==> src/rtl/imm_ext_arbiter_if.sv <==
// Handshake bundle between two immediate requesters, the extension arbiter and its consumer.
// The master modport is the requester/consumer side; the slave modport is the arbiter.
interface imm_ext_arbiter_if #(
    parameter int INWIDTH  = 16,
    parameter int OUTWIDTH = 32
);
    logic                req0_valid;
    logic [INWIDTH-1:0]  req0_imm;
    logic [1:0]          req0_mode;
    logic                req0_ready;
    logic                req1_valid;
    logic [INWIDTH-1:0]  req1_imm;
    logic [1:0]          req1_mode;
    logic                req1_ready;
    logic                out_valid;
    logic                out_ready;
    logic [OUTWIDTH-1:0] out_data;
    logic                out_id;
    logic                busy;

    modport master (
        output req0_valid, req0_imm, req0_mode,
        output req1_valid, req1_imm, req1_mode,
        output out_ready,
        input  req0_ready, req1_ready,
        input  out_valid, out_data, out_id, busy
    );

    modport slave (
        input  req0_valid, req0_imm, req0_mode,
        input  req1_valid, req1_imm, req1_mode,
        input  out_ready,
        output req0_ready, req1_ready,
        output out_valid, out_data, out_id, busy
    );
endinterface

==> src/rtl/imm_ext_arbiter.sv <==
// Two-requester round-robin immediate extender with a single registered output slot.
// Define IMMEXT_UPPER_LOAD_EN to enable mode 10 (upper-load); otherwise mode 10 sign-extends.
module imm_ext_arbiter #(
    parameter int INWIDTH  = 16,
    parameter int OUTWIDTH = 32
) (
    input  logic             clk,
    input  logic             rst_n,
    imm_ext_arbiter_if.slave bus
);
    typedef enum logic {
        EMPTY,
        FULL
    } state_t;

    state_t              state;
    logic                last_grant;
    logic                out_valid_r;
    logic [OUTWIDTH-1:0] out_data_r;
    logic                out_id_r;
    logic                busy_r;

    logic                can_accept;
    logic                any_valid;
    logic                accept;
    logic                grant;
    logic [INWIDTH-1:0]  sel_imm;
    logic [1:0]          sel_mode;
    logic [OUTWIDTH-1:0] ext_data;

    // Ready is held low during reset even though the state already reads EMPTY.
    assign can_accept = (state == EMPTY) || (out_valid_r && bus.out_ready);
    assign any_valid  = bus.req0_valid || bus.req1_valid;
    assign accept     = rst_n && can_accept && any_valid;

    // On a tie the requester that did not win last time is served.
    always_comb begin
        grant = 1'b0;
        if (bus.req0_valid && bus.req1_valid) begin
            grant = ~last_grant;
        end else if (bus.req1_valid) begin
            grant = 1'b1;
        end
    end

    assign bus.req0_ready = accept && (grant == 1'b0);
    assign bus.req1_ready = accept && (grant == 1'b1);

    assign sel_imm  = grant ? bus.req1_imm  : bus.req0_imm;
    assign sel_mode = grant ? bus.req1_mode : bus.req0_mode;

    // Size casts handle OUTWIDTH == INWIDTH without zero-width replication.
    always_comb begin
        ext_data = OUTWIDTH'($signed(sel_imm));
        case (sel_mode)
            2'b01:   ext_data = OUTWIDTH'(sel_imm);
`ifdef IMMEXT_UPPER_LOAD_EN
            2'b10:   ext_data = OUTWIDTH'(sel_imm) << (OUTWIDTH - INWIDTH);
`endif
            default: ext_data = OUTWIDTH'($signed(sel_imm));
        endcase
    end

    always_ff @(posedge clk or negedge rst_n) begin
        if (!rst_n) begin
            state       <= EMPTY;
            out_valid_r <= 1'b0;
            out_data_r  <= '0;
            out_id_r    <= 1'b0;
            busy_r      <= 1'b0;
            last_grant  <= 1'b1;
        end else begin
            case (state)
                EMPTY: begin
                    if (accept) begin
                        state       <= FULL;
                        out_valid_r <= 1'b1;
                        busy_r      <= 1'b1;
                        out_data_r  <= ext_data;
                        out_id_r    <= grant;
                        last_grant  <= grant;
                    end
                end
                FULL: begin
                    if (accept) begin
                        out_data_r <= ext_data;
                        out_id_r   <= grant;
                        last_grant <= grant;
                    end else if (bus.out_ready) begin
                        state       <= EMPTY;
                        out_valid_r <= 1'b0;
                        busy_r      <= 1'b0;
                    end
                end
                default: begin
                    state       <= EMPTY;
                    out_valid_r <= 1'b0;
                    busy_r      <= 1'b0;
                end
            endcase
        end
    end

    assign bus.out_valid = out_valid_r;
    assign bus.out_data  = out_data_r;
    assign bus.out_id    = out_id_r;
    assign bus.busy      = busy_r;
endmodule

==> src/flat_wrapper.sv <==
// flat-port wrapper written by rule: the top's interface ports become plain ports
module imm_ext_arbiter_flat 
#(
    parameter int INWIDTH  = 16,
    parameter int OUTWIDTH = 32
)
  (clk, rst_n, bus_req0_valid, bus_req0_imm, bus_req0_mode, bus_req1_valid, bus_req1_imm, bus_req1_mode, bus_out_ready, bus_req0_ready, bus_req1_ready, bus_out_valid, bus_out_data, bus_out_id, bus_busy);
  imm_ext_arbiter_if #(.INWIDTH(INWIDTH), .OUTWIDTH(OUTWIDTH)) bus_i ();
  input  logic clk;
  input  logic rst_n;
  input wire logic [$bits(bus_i.req0_valid)-1:0] bus_req0_valid;
  input wire logic [$bits(bus_i.req0_imm)-1:0] bus_req0_imm;
  input wire logic [$bits(bus_i.req0_mode)-1:0] bus_req0_mode;
  input wire logic [$bits(bus_i.req1_valid)-1:0] bus_req1_valid;
  input wire logic [$bits(bus_i.req1_imm)-1:0] bus_req1_imm;
  input wire logic [$bits(bus_i.req1_mode)-1:0] bus_req1_mode;
  input wire logic [$bits(bus_i.out_ready)-1:0] bus_out_ready;
  output wire logic [$bits(bus_i.req0_ready)-1:0] bus_req0_ready;
  output wire logic [$bits(bus_i.req1_ready)-1:0] bus_req1_ready;
  output wire logic [$bits(bus_i.out_valid)-1:0] bus_out_valid;
  output wire logic [$bits(bus_i.out_data)-1:0] bus_out_data;
  output wire logic [$bits(bus_i.out_id)-1:0] bus_out_id;
  output wire logic [$bits(bus_i.busy)-1:0] bus_busy;
  assign bus_i.req0_valid = bus_req0_valid;
  assign bus_i.req0_imm = bus_req0_imm;
  assign bus_i.req0_mode = bus_req0_mode;
  assign bus_i.req1_valid = bus_req1_valid;
  assign bus_i.req1_imm = bus_req1_imm;
  assign bus_i.req1_mode = bus_req1_mode;
  assign bus_i.out_ready = bus_out_ready;
  assign bus_req0_ready = bus_i.req0_ready;
  assign bus_req1_ready = bus_i.req1_ready;
  assign bus_out_valid = bus_i.out_valid;
  assign bus_out_data = bus_i.out_data;
  assign bus_out_id = bus_i.out_id;
  assign bus_busy = bus_i.busy;
  imm_ext_arbiter #(.INWIDTH(INWIDTH), .OUTWIDTH(OUTWIDTH)) u_core (.clk(clk), .rst_n(rst_n), .bus(bus_i));
endmodule
==> config.mk <==
export PLATFORM = sky130hd
export DESIGN_NAME = imm_ext_arbiter_flat
export DESIGN_NICKNAME = d
export VERILOG_FILES = /design/src/rtl/imm_ext_arbiter_if.sv /design/src/rtl/imm_ext_arbiter.sv /design/src/flat_wrapper.sv
export SDC_FILE = /design/constraint.sdc
export NUM_CORES = 1
export LEC_CHECK = 0
export ABC_AREA = 1
export CORE_ASPECT_RATIO = 1.75
export CORE_UTILIZATION = 39
export CTS_CLUSTER_SIZE = 12
export DETAILED_ROUTE_END_ITERATION = 12
export GPL_ROUTABILITY_DRIVEN = 1
export PLACE_DENSITY = 0.84
export SYNTH_ARGS = -nofsm -noshare
export SYNTH_HDL_FRONTEND = slang
export SYNTH_SLANG_ARGS = --single-unit
==> constraint.sdc <==
create_clock -name clk -period 3.7 [get_ports clk]
set_input_delay 0.555 -clock clk [delete_from_list [all_inputs] [get_ports clk]]
set_output_delay 0.555 -clock clk [all_outputs]
set_load 0.01 [all_outputs]
# Yosys cells after proc, flatten, opt, wreduce, memory -nomap -nowiden

Cells that the tools add are included.

Mux-type cells: 15
Bitwise gates (word level): 3
Equality and inequality tests: 4
Reductions and logical operators: 9

Operators by type and width:

| operator                                               | count |
|---|---|
| two-way mux 32 bit                                     | 2 |
| two-way mux 16 bit                                     | 1 |
| two-way mux 1 bit                                      | 9 |
| logical AND 1 bit                                      | 6 |
| inequality test 2 bit (second input constant)          | 2 |
| one-hot mux 1 bit (2 select lines)                     | 2 |
| inverter 1 bit                                         | 3 |
| AND reduction 3 bit                                    | 1 |
| equality test 2 x 1 -> 1 bit (second input constant)   | 1 |
| logical OR 1 bit                                       | 2 |
| two-way mux 2 bit                                      | 1 |
| inequality test 2 x 1 -> 1 bit (second input constant) | 1 |

Logic and storage cells: 36
Flip-flop bits (word level): 36
Input port bits: 41

# Logic depth before layout (Yosys ltp)

Gate-level depths: netlist of the first run.

Word-level depth: 6
Gate-level depth with buffers: 8
Mapped depth without buffers: 7

# Worst setup path before layout of the first run

OpenSTA, ideal clock, no wires.

Path kind: input port to output port
Start: in bus_req0_valid
End: out bus_req0_ready
Slack: 2.014 ns
Arrival time: 1.131 ns
Stages: 5
Path buffers: 1
Cell sequence: nand2_1 > nand2_4 > inv_4 > buf_6 > nor2_1

Word-level cells in the longest chain between the ends: 4
Elaborated cells on any way between the ends: 6
Those cells by class: 1 x mux; 1 x bitwise; 4 x reduce/logical

Ends and longest elaborated chain:

| element               | RTL line              | RTL |
|---|---|---|
| start, declared       | flat_wrapper.sv:11    | `input wire logic [$bits(bus_i.req0_valid)-1:0] bus_req0_valid;` |
| logical AND 1 bit     | imm_ext_arbiter.sv:39 | `if (bus.req0_valid && bus.req1_valid) begin` |
| two-way mux 1 bit     | imm_ext_arbiter.sv:39 |  |
| inverter 1 bit        | imm_ext_arbiter.sv:46 | `assign bus.req0_ready = accept && (grant == 1'b0);` |
| logical AND 1 bit (*) | imm_ext_arbiter.sv:46 |  |
| end, declared         | flat_wrapper.sv:18    | `output wire logic [$bits(bus_i.req0_ready)-1:0] bus_req0_ready;` |

Every way passes the cells marked *; elsewhere a longest branch is shown, timed or not.

# Final worst setup path of the first run

Start: in bus_req1_valid
End: out bus_req1_ready

Word-level cells in the longest chain between the ends: 3
Elaborated cells on any way between the ends: 6
Those cells by class: 2 x mux; 4 x reduce/logical

Ends and longest elaborated chain:

| element                                                       | RTL line                                     | RTL |
|---|---|---|
| start, declared                                               | flat_wrapper.sv:14                           | `input wire logic [$bits(bus_i.req1_valid)-1:0] bus_req1_valid;` |
| two-way mux 1 bit (tied with other cells)                     | imm_ext_arbiter.sv:41                        | `end else if (bus.req1_valid) begin` |
| two-way mux 1 bit / logical AND 1 bit (equally long branches) | imm_ext_arbiter.sv:39, imm_ext_arbiter.sv:34 |  |
| logical AND 1 bit (*)                                         | imm_ext_arbiter.sv:47                        | `assign bus.req1_ready = accept && (grant == 1'b1);` |
| end, declared                                                 | flat_wrapper.sv:19                           | `output wire logic [$bits(bus_i.req1_ready)-1:0] bus_req1_ready;` |

Marked as above.

==> results.txt, run 1 <==
The worst register-to-register path has a depth of 7. For hold timing, the worst endpoint is u_core.bus.out_data[5]$_DFFE_PN0P_. The final layout contains routed wiring with a total length of 2.86 mm.

The logs give 0.767 for the placer congestion estimate and 0 for the number of warning messages in the yosys log. Ranked by instance count, the synthesized netlist is headed by nand2_1 (111), dfrtp_1 (20), buf_4 (17). The tools report the category of the worst setup path launch point as an input pin.

Number of buffers added to fix hold violations after cts: 0. The remaining global-route overflow was 0; the number of buffers inserted by post-CTS setup repair was 0. The most instantiated flip-flop cell in the synthesis netlist was dfrtp_1. A synthesized cell averages 7.09 µm². In the final timing run, aggregate negative setup slack is 0 ns.

The tools report the total vias in the final route as 1208. The worst register-to-register path ends at u_core.bus.out_data[2]$_DFFE_PN0P_. The smallest hold slack was 0.485 ns; the final-report setup violation count was 0. The share of the Yosys chip area taken by registers is 43.0%.

After detailed routing, the number of vias per cell comes to 4.38. The flow ran to the end, and the final reports show no timing, DRC or antenna violations. Buffers placed on the I/O ports in this run total 77. The initialized floorplan defines 26 standard-cell rows. The cell count after synthesis was 173; the register clock-pin slew on the reported worst setup and hold paths was 0.07 ns. The global-route total usage across every layer came out at 18.9%. Critical-path cell with the highest stage delay: clkdlybuf4s50_1. The number of global-route vias before repair was 1149; the number of hold violations in the final report was 0. The number of iterations in the first detailed-routing pass is 4, and the share of the cycle needed by the critical path after routing is 79.2%.

The floorplan step set the die height to 76.2 µm. The critical path in this run is classified as input pin to primary output. Cell at the root of the clock tree: clkbuf_8. In the final design database the tool counted 276 nets. TritonCTS built the clock tree. After synthesis the netlist holds a flip-flop and latch count of 21.

The tools report the final worst slack as 0.770 ns. In this run the register-to-register setup slack is 2.39 ns. The starting density of the core is 41.4%, and the minimum period implied by the final worst setup slack is 2.93 ns. The detailed router finished its first iteration with 15 violations.

The worst register-to-register path begins at u_core.last_grant$_DFFE_PN1P_. The number of distinct library cells after synthesis is 18, and the post-synth net total is 214. The run gives 0.00960 ns as the setup clock skew after layout. The cell area after placement is 1880 µm², and the fraction of post-synthesis cell area in the top cell type by area is 40.8%. Post-CTS repair changed the size of 0 cells. Setup repair after global routing left no endpoint under its margin. STA puts the critical path data required time at 3.14 ns.

The clock drives 21 sinks. The clock reaches the later pin of the worst-skew pair after 0.26 ns. TritonCTS created 3 clock buffers.

Type of the most critical hold path: register to register. The worst min-delay path startpoint is u_core.bus.out_data[5]$_DFFE_PN0P_. For the highest clock rate, the log shows 341 MHz. In the synthesized netlist the async set-or-reset flop fraction comes to 100%.

Across the VDD grid, the largest voltage drop is 0.246 mV. Traced cell by cell, the critical path runs through clkdlybuf4s50_1 > nor2_1 > nor2_2 > nand2_2 > nor2_2 > clkdlybuf4s50_1. Count of inserted antenna diode cells: 0.

Together, buffers and inverters on the worst path number 2. The mapped netlist covers 1230 µm². The pre-CTS setup slack is 0.777 ns, and the cell area power density is 489 nW/µm². The count of maximum capacitance violations was 0. The layout overhead on the synthesized area is 57.7%.

The cell type contributing the most total cell area after synthesis was dfrtp_1. The depth of the critical timing path with buffers and inverters included is 6. The average routed wire per standard cell is 10.3 µm. The floorplan die area was 3380 µm²; the number of primary I/O pins was 78.

The number of pins exceeding their max-slew limit in the final report was 0. The slew of the pin with the lowest slew margin is 0.405 ns. Global-route wire length before repair: 4.84 mm. The tools report the worst endpoint data arrival time as 2.38 ns. In the routed design, unresolved DRC markers number 0. The run gives 2 as the largest buffer count on any clock path. Counting instances, the worst hold path has a depth of 2. The tools report the floorplan core area as 2960 µm². The maximum level of the CTS H-tree came out at 1.

The HPWL reported at the end of detailed placement was 2.23 mm; the pin count of the biggest net entering global routing was 23. The die is 44.4 µm wide. Worst-path maximum fanout: 22.

Once detail routing completed, the nets flagged for antenna violations numbered 0. The number of synthesized flops with an enable pin is 0. The library cell with the highest instance count after synthesis is nand2_1. The post-layout utilization of the core was 65.3%.

Summed over all cells, the static leakage comes to 0.961 nW. The longest individual stage delay on the worst path is 0.59 ns, and the final standard cell area without fillers is 1930 µm². The logs give 0 for the initial antenna violation count and 73.0% for the worst slew slack as a fraction of its limit. The share of cells above drive strength 1 works out to 5.98%. STA classifies the critical path endpoint as a primary output. By area the synthesized netlist is led by dfrtp_1 (41%), nand2_1 (34%), buf_4 (10%).

The cell family contributing the most delay on the critical path was buffers and inverters.
==> state kept, by name (all words and copies together) (netlist names) <==
register	cells
u_core.bus.out_data	17
u_core.state	1
u_core.last_grant	1
u_core.bus.out_valid	1
u_core.bus.out_id	1
==> metrics by stage <==
| stage | power [mW] | cells |
|---|---|---|
| floorplan | 0.589 | 173 |
| global placement | 0.798 | 272 |
| detailed placement | 0.804 | 272 |
| CTS | 0.956 | 276 |
| global route | 1.01 | 276 |
| finish | 0.945 | 276 |
==> cell families (layout without fill, tap and decap cells) <==
logic type | count (synthesis) | after routing | synth area share [%]
compound gates | 3 | 3 | 1.22
flops | 21 | 21 | 43.0
simple gates | 122 | 122 | 39.7
buf+inv | 27 | 88 | 16.1
==> tightest hold or removal path, delay by kind of cell (launching register included) <==
family | cells | cell delay [ns]
flops | 1 | 0.35
simple gates | 2 | 0.10
==> cell usage in the layout (no fill, tap or decap), types with 2 or more instances in the layout <==
| cell type | netlist | routed |
|---|---|---|
| dfrtp_1 | 20 | 20 |
| inv_1 | 4 | 4 |
| clkbuf_8 | 0 | 3 |
| clkdlybuf4s50_1 | 0 | 77 |
| nor2_2 | 2 | 2 |
| nand2_1 | 111 | 111 |
| nor2_1 | 2 | 2 |
| nand3_1 | 3 | 3 |
==> worst max path at each step <==
stage                              start              to  slack (ns)
after global routing      bus_req1_valid  bus_req1_ready        0.67
after CTS                 bus_req1_valid  bus_req1_ready        0.76
after global placement    bus_req1_valid  bus_req1_ready        0.79
after floorplan           bus_req0_valid  bus_req0_ready        2.01
after detailed placement  bus_req1_valid  bus_req1_ready        0.78
final                     bus_req1_valid  bus_req1_ready        0.77
==> power by group <==
part	internal [mW]	leakage, nW	switching (mW)
combinational	0.261	0.680	0.190
sequential	0.296	0.260	0.0492
clock	0.0759	0.0217	0.0738
==> layout make-up <==
type | instances | area [µm²]
fillers | 251 | 1030
inverters | 6 | 25.0
clock inverters | 1 | 7.51
repair buffers | 78 | 778
flip-flops and latches | 21 | 527
well taps | 42 | 52.6
multi-input cells | 125 | 502
clock buffers | 3 | 41.3
==> metal layers <==
metal | global-route usage [%] | share of wire (%) | vias to the layer above
li1 | - | - | 623
met1 | 21.8 | 38 | 519
met2 | 31.6 | 53 | 60
met3 | 2.37 | 5.7 | 6
met4 | 10.9 | 3.3 | 0
met5 | 0 | 0 | -
Power figures use the tool's default switching activity.
==> run 2: changes to the inputs <==
CORE_UTILIZATION = 36   (was 39)
PLACE_DENSITY = 0.78   (was 0.84)
clock period = 3 ns   (was 3.7 ns; I/O delays follow)
==> results.txt, run 2 (synthesis results as in run 1) <==
The cell area power density works out to 603 nW/µm² (was 489 nW/µm²). The number of buffers added to fix hold violations after cts was 0 (unchanged); the initial antenna violation count was 0 (unchanged). The cell count of the worst reg-to-reg path is 7 (unchanged). The number of flip-flops under the largest register name is 17 (unchanged).

The tools report the category of the worst setup path launch point as an input pin (unchanged). The tools report the residual DRC count as 0 (unchanged). The number of port buffers came out at 77 (unchanged). The count of inserted antenna diode cells is 0 (unchanged), and the register-to-register path setup slack is 1.66 ns (was 2.39 ns). The register clock-pin slew on the reported worst setup and hold paths came out at 0.08 ns (was 0.07 ns).

The global-route wire length before repair came out at 4.83 mm (was 4.84 mm). Routed via count divided by cell count: 4.38 (about the same). Largest voltage drop on the vdd net: 0.363 mV (was 0.246 mV). The run gives 1 (unchanged) as the maximum level of the CTS H-tree. The run gives 0 (unchanged) as the number of pins exceeding their max-slew limit in the final report. The tools report the remaining global-route overflow as 0 (unchanged).

The HPWL reported at the end of detailed placement is 2.26 mm (was 2.23 mm). The share of cells above drive strength 1 came out at 6.38% (was 5.98%). The run gives 27 (was 26) as the number of placement rows.

Type of the most critical hold path: register to register (unchanged). For the count of maximum capacitance violations, the log shows 0 (unchanged). The floorplan die height was 79.2 µm (was 76.2 µm). The logs give 0.749 (was 0.767) for the placer congestion estimate and 3650 µm² (was 3380 µm²) for the floorplan die area. For this run, the top clock speed supported by timing is 395 MHz. The clock buffer count from CTS is 3 (unchanged), and the final-report setup violation count is 0 (unchanged). The post-route antenna net violation count was 0 (unchanged); the minimum period implied by the final worst setup slack was 2.53 ns. TritonCTS built the clock tree. The leakage power summed over all cells was 0.969 nW (was 0.961 nW).

The tools report the final standard cell area without fillers as 1940 µm² (was 1930 µm²). For the post-layout utilization of the core, the log shows 60.4% (was 65.3%). The number of buffers inserted by post-CTS setup repair was 0 (unchanged). The number of global-route vias before repair was 1180 (was 1149); the average routed wire per standard cell was 10.7 µm (was 10.3 µm). The tools report the largest buffer count on any clock path as 2 (unchanged).

The worst-path maximum fanout is 19 (was 22), and the smallest hold slack is 0.478 ns (was 0.485 ns). The die boundary width was 46.1 µm (was 44.4 µm); the sum of negative setup slack was 0 ns (unchanged). The logs give 2.55 ns (was 3.14 ns) for the required time reported for the critical path endpoint and 0.00483 ns (was 0.00960 ns) for the setup clock skew after layout. Setup repair after global routing left no endpoint under its margin.

The kind of end point of the critical path was a primary output (unchanged). Post-cts sizing count: 0 (unchanged). The tools report the global-route total usage across every layer as 18.3% (was 18.9%). The slew of the pin with the lowest slew margin was 0.417 ns (was 0.405 ns); the total power was 1.17 mW (was 0.945 mW). The run gives 277 (was 276) as the post-layout net count.

The tools report the beginning of the worst register-to-register path as u_core.last_grant$_DFFE_PN1P_ (unchanged). The number of primary I/O pins came out at 78 (unchanged). Most used cells in the layout excluding fill and tap cells: nand2_1 (111), clkdlybuf4s50_1 (77), dfrtp_1 (20) (unchanged). The share of the cycle needed by the critical path after routing was 84.4%; the worst-skew pair later-pin latency was 0.26 ns (about the same). The run gives 2.96 mm (was 2.86 mm) as the wire length after detailed routing. The cell at the root of the clock tree was clkbuf_8 (unchanged). Worst slew slack as a fraction of its limit: 72.2% (was 73.0%). The tools report the total vias in the final route as 1219 (was 1208).

The most common library cell in the layout ignoring fill and taps was nand2_1 (unchanged). For the DRC marker count from the first detailed-route iteration, the log shows 11 (was 15). The number of iterations in the first detailed-routing pass came out at 3 (was 4).

The logs give 2.08 ns (was 2.38 ns) for the worst endpoint data arrival time and 23 (unchanged) for the pin count of the biggest net entering global routing. The floorplan core area is 3210 µm² (was 2960 µm²). The endpoint of the worst register-to-register path was u_core.bus.out_data[13]$_DFFE_PN0P_ (was u_core.bus.out_data[2]$_DFFE_PN0P_).

The starting density of the core was 38.2% (was 41.4%); the number of clock sinks seen by CTS was 21 (unchanged). The layout overhead on the synthesized area came out at 58.2% (was 57.7%). The launch point of the worst path is bus_req0_valid (was bus_req1_valid). The run gives 0 (unchanged) as the number of hold violations in the final report.

The flow ran to the end, and the final reports show no timing, DRC or antenna violations. The worst setup path category was input pin to primary output (unchanged). The end point of the critical path was bus_req0_ready (was bus_req1_ready).

The run gives 1890 µm² (was 1880 µm²) as the cell area after placement.
==> run 2: per-stage QoR <==
step                std cells  worst slack (ns)
floorplan                 173              1.45
global placement          274             0.466
detailed placement        274             0.460
CTS                       278             0.446
global route              278             0.359
finish                    278             0.468
==> run 2: final cells by class <==
cell class / instances / area, µm²
Clock inverter: 1 / 5.00
Sequential cell: 21 / 527
Timing Repair Buffer: 79 / 786
Fill cell: 299 / 1270
Multi-Input combinational cell: 125 / 502
Tap cell: 43 / 53.8
Clock buffer: 3 / 41.3
Inverter: 6 / 25.0
==> run 2: worst max-delay path: stages <==
cell	delay, ns
clkdlybuf4s50_1	0.50
nand2_1	0.13
nand2_4	0.21
inv_4	0.12
nor2_1	0.12
clkdlybuf4s50_1	0.55
==> run 2: metal layers <==
metal	GRT usage, %	vias up	share of wire, %
met5	0	-	0
met4	10.9	0	2.8
met3	4.77	7	8.1
met2	30.7	56	52
met1	19.3	533	37
li1	-	623	-
==> run 2: worst min path at each step <==
stage                                             startpoint  slack, ns  cells past startpoint                                 end
after floorplan                                        rst_n       0.15                      0  u_core.bus.out_data[0]$_DFFE_PN0P_
after global placement         u_core.last_grant$_DFFE_PN1P_       0.46                      2       u_core.last_grant$_DFFE_PN1P_
after detailed placement  u_core.bus.out_data[8]$_DFFE_PN0P_       0.47                      2  u_core.bus.out_data[8]$_DFFE_PN0P_
after CTS                      u_core.last_grant$_DFFE_PN1P_       0.48                      2       u_core.last_grant$_DFFE_PN1P_
after global routing           u_core.last_grant$_DFFE_PN1P_       0.49                      2       u_core.last_grant$_DFFE_PN1P_
final                          u_core.last_grant$_DFFE_PN1P_       0.48                      2       u_core.last_grant$_DFFE_PN1P_
==> run 2: power by group <==
part           switching (mW)  total (mW)  internal [mW]
clock                  0.0923       0.185         0.0927
combinational           0.234       0.558          0.324
sequential             0.0608       0.426          0.365
total                   0.387        1.17          0.782
==> run 3: changes to the inputs <==
CORE_UTILIZATION = 33   (was 36)
PLACE_DENSITY = 0.76   (was 0.78)
clock period = 2 ns   (was 3 ns; I/O delays follow)
==> results.txt, run 3 (synthesis results as in run 1) <==
The share of the cycle needed by the critical path after routing is 89.9%, and the post-cts sizing count is 2 (was 0). The clock buffer count from CTS is 3 (unchanged). The largest buffer count on any clock path was 2 (unchanged); the number of flip-flops under the largest register name was 17 (unchanged). Global-route wire length before repair: 4.61 mm (was 4.83 mm).

Kind of end point of the critical path: a primary output (unchanged). Critical-path cell with the highest stage delay: clkdlybuf4s50_1 (unchanged). The required time reported for the critical path endpoint is 1.70 ns (was 2.55 ns). TritonCTS built the clock tree.

The number of placement rows was 29 (was 27); the final-report setup violation count was 0 (unchanged). The tools report the beginning of the worst register-to-register path as u_core.last_grant$_DFFE_PN1P_ (unchanged). The tools report the launch point of the worst path as rst_n (was bus_req0_valid). The floorplan die height is 82.6 µm (was 79.2 µm).

Most used cells in the layout excluding fill and tap cells: nand2_1 (111), clkdlybuf4s50_1 (75), dfrtp_1 (20) (was nand2_1 (111), clkdlybuf4s50_1 (77), dfrtp_1 (20)). Met2 capacity usage during global routing: 30.1% (was 30.7%). The flow ran to the end, and the final reports show no timing, DRC or antenna violations. The largest voltage drop on the vdd net came out at 0.401 mV (was 0.363 mV). The number of inserted filler cells in the final layout is 336 (was 299). Setup repair after global routing left no endpoint under its margin. The run gives 1260 (was 1219) as the total vias in the final route.

The worst-path maximum fanout is 4 (was 19), and the number of port buffers is 77 (unchanged). The layout overhead on the synthesized area is 64.1% (was 58.2%). Type of the most critical hold path: input pin to async pin (was register to register). The met3 capacity usage during global routing came out at 1.30% (was 4.77%). The register clock-pin slew on the reported worst setup and hold paths came out at 0.07 ns (was 0.08 ns). The minimum period implied by the final worst setup slack was 1.80 ns; the average routed wire per standard cell was 10.4 µm (was 10.7 µm). The post-route antenna net violation count came out at 0 (unchanged). Number of primary I/O pins: 78 (unchanged).

The number of buffers added to fix hold violations after cts was 0 (unchanged). The slew of the pin with the lowest slew margin works out to 0.411 ns (was 0.417 ns). The category of the worst setup path launch point is an input pin (unchanged). The count of maximum capacitance violations came out at 0 (unchanged). The worst endpoint data arrival time is 1.50 ns (was 2.08 ns). The depth of the critical timing path with buffers and inverters included works out to 6 (unchanged).

The run gives 23 (unchanged) as the pin count of the biggest net entering global routing. The run gives 2010 µm² (was 1940 µm²) as the final standard cell area without fillers. The starting density of the core is 34.1% (was 38.2%). For the worst slew slack as a fraction of its limit, the log shows 72.6% (was 72.2%). The routed via count divided by cell count was 4.36 (was 4.38); the highest clock rate was 556 MHz. The most common library cell in the layout ignoring fill and taps is nand2_1 (unchanged). The cell area power density is 885 nW/µm² (was 603 nW/µm²).

The count of inserted antenna diode cells came out at 0 (unchanged). The global-route total usage across every layer was 16.1% (was 18.3%). The remaining global-route overflow is 0 (unchanged), and the maximum level of the CTS H-tree is 1 (unchanged).

The number of iterations in the first detailed-routing pass was 4 (was 3). The leakage power summed over all cells came out at 1.02 nW (was 0.969 nW). The end point of the critical path was bus_req0_ready (unchanged). The number of hold violations in the final report was 0 (unchanged); the share of cells above drive strength 1 was 9.05% (was 6.38%). For the post-layout utilization of the core, the log shows 56.0% (was 60.4%).

The initial antenna violation count is 0 (unchanged). The tools report the cell at the root of the clock tree as clkbuf_8 (unchanged). The logs give 1.78 mW (was 1.17 mW) for the total power and 3970 µm² (was 3650 µm²) for the floorplan die area. Cell-by-cell listing of the critical path: clkdlybuf4s50_1 > inv_1 > nor2_2 > nand2_2 > nor2_1 > dlygate4sd2_1 (was clkdlybuf4s50_1 > nand2_1 > nand2_4 > inv_4 > nor2_1 > clkdlybuf4s50_1).

The register-to-register path setup slack came out at 0.72 ns (was 1.66 ns). The number of pins exceeding their max-slew limit in the final report is 0 (unchanged). The number of clock sinks seen by CTS was 21 (unchanged); the post-layout net count was 285 (was 277).

The longest individual stage delay on the worst path came out at 0.52 ns (was 0.55 ns). For the cell area after placement, the log shows 1970 µm² (was 1890 µm²). The most utilized layer in the global route result is met2 (unchanged). The endpoint of the worst register-to-register path was u_core.bus.out_data[2]$_DFFE_PN0P_ (was u_core.bus.out_data[13]$_DFFE_PN0P_). The residual DRC count is 0 (unchanged). The HPWL reported at the end of detailed placement is 2.38 mm (was 2.26 mm), and the placer congestion estimate is 0.818 (was 0.749).

The DRC marker count from the first detailed-route iteration came out at 26 (was 11). The number of buffers and inverters on the critical path came out at 3 (unchanged). The number of buffers inserted by post-CTS setup repair is 0 (unchanged), and the total placed cells including tap cells is 285 (was 274).

The cell family contributing the most delay on the critical path is buffers and inverters (unchanged). The logs give 0 ns (unchanged) for the sum of negative setup slack and 1118 (was 1180) for the number of global-route vias before repair. The worst setup path category was input pin to primary output (unchanged). The setup clock skew after layout is 0.00220 ns (was 0.00483 ns), and the worst-skew pair later-pin latency is 0.26 ns (about the same).

The wire length after detailed routing was 3.02 mm (was 2.96 mm); the final standard cell count with taps included and fillers excluded was 289 (was 278). The die boundary width was 48.1 µm (was 46.1 µm); the floorplan core area was 3590 µm² (was 3210 µm²). Cell count of the worst reg-to-reg path: 8 (was 7). The met1 routing resource usage after global routing is 16.9% (was 19.3%).
[run 3: changes by cell type in the layout (fill, tap and decap cells not counted)]
cell             before  now
buf_12                0    1
buf_4                 2    9
clkbuf_1              0    1
clkdlybuf4s50_1      77   75
clkinv_2              1    0
dlygate4sd2_1         0    2
[run 3: final cells by class]
cell class,count,area [µm²],area share (%)
Sequential cell,21,527,26.2
Timing Repair Buffer,87,856,42.5
Clock buffer,4,45.0,2.24
Inverter,6,25.0,1.24
Multi-Input combinational cell,125,502,24.9
Tap cell,46,57.6,2.86
[run 3: worst min-delay path by stage]
stage | start | endpoint
after floorplan | rst_n | u_core.bus.out_data[0]$_DFFE_PN0P_
after global placement | u_core.last_grant$_DFFE_PN1P_ | u_core.last_grant$_DFFE_PN1P_
after detailed placement | u_core.bus.out_data[11]$_DFFE_PN0P_ | u_core.bus.out_data[11]$_DFFE_PN0P_
after CTS | u_core.last_grant$_DFFE_PN1P_ | u_core.last_grant$_DFFE_PN1P_
after global routing | u_core.bus.out_data[13]$_DFFE_PN0P_ | u_core.bus.out_data[13]$_DFFE_PN0P_
final | rst_n | u_core.bus.out_data[8]$_DFFE_PN0P_
[run 3: layer usage]
layer | share of wire, % | wire length (µm)
met1 | 39 | 1190
met2 | 54 | 1630
met3 | 4.7 | 142
met4 | 2.0 | 59
met5 | 0 | 0
[run 3: stage by stage]
step                      hold WS [ns]  setup WS [ns]
after floorplan                0.00441          0.605
after global placement           0.459        -0.0841
after detailed placement         0.464        -0.0815
after CTS                        0.479          0.187
after global routing             0.502         0.0633
final                            0.478          0.201
[run 3: where the power goes]
| part | internal [mW] | total (mW) | leakage (nW) | switching (mW) |
|---|---|---|---|---|
| combinational | 0.512 | 0.871 | 0.734 | 0.359 |
| clock | 0.142 | 0.273 | 0.0228 | 0.131 |
| sequential | 0.548 | 0.635 | 0.260 | 0.0876 |
| total | 1.20 | 1.78 | 1.02 | 0.578 |
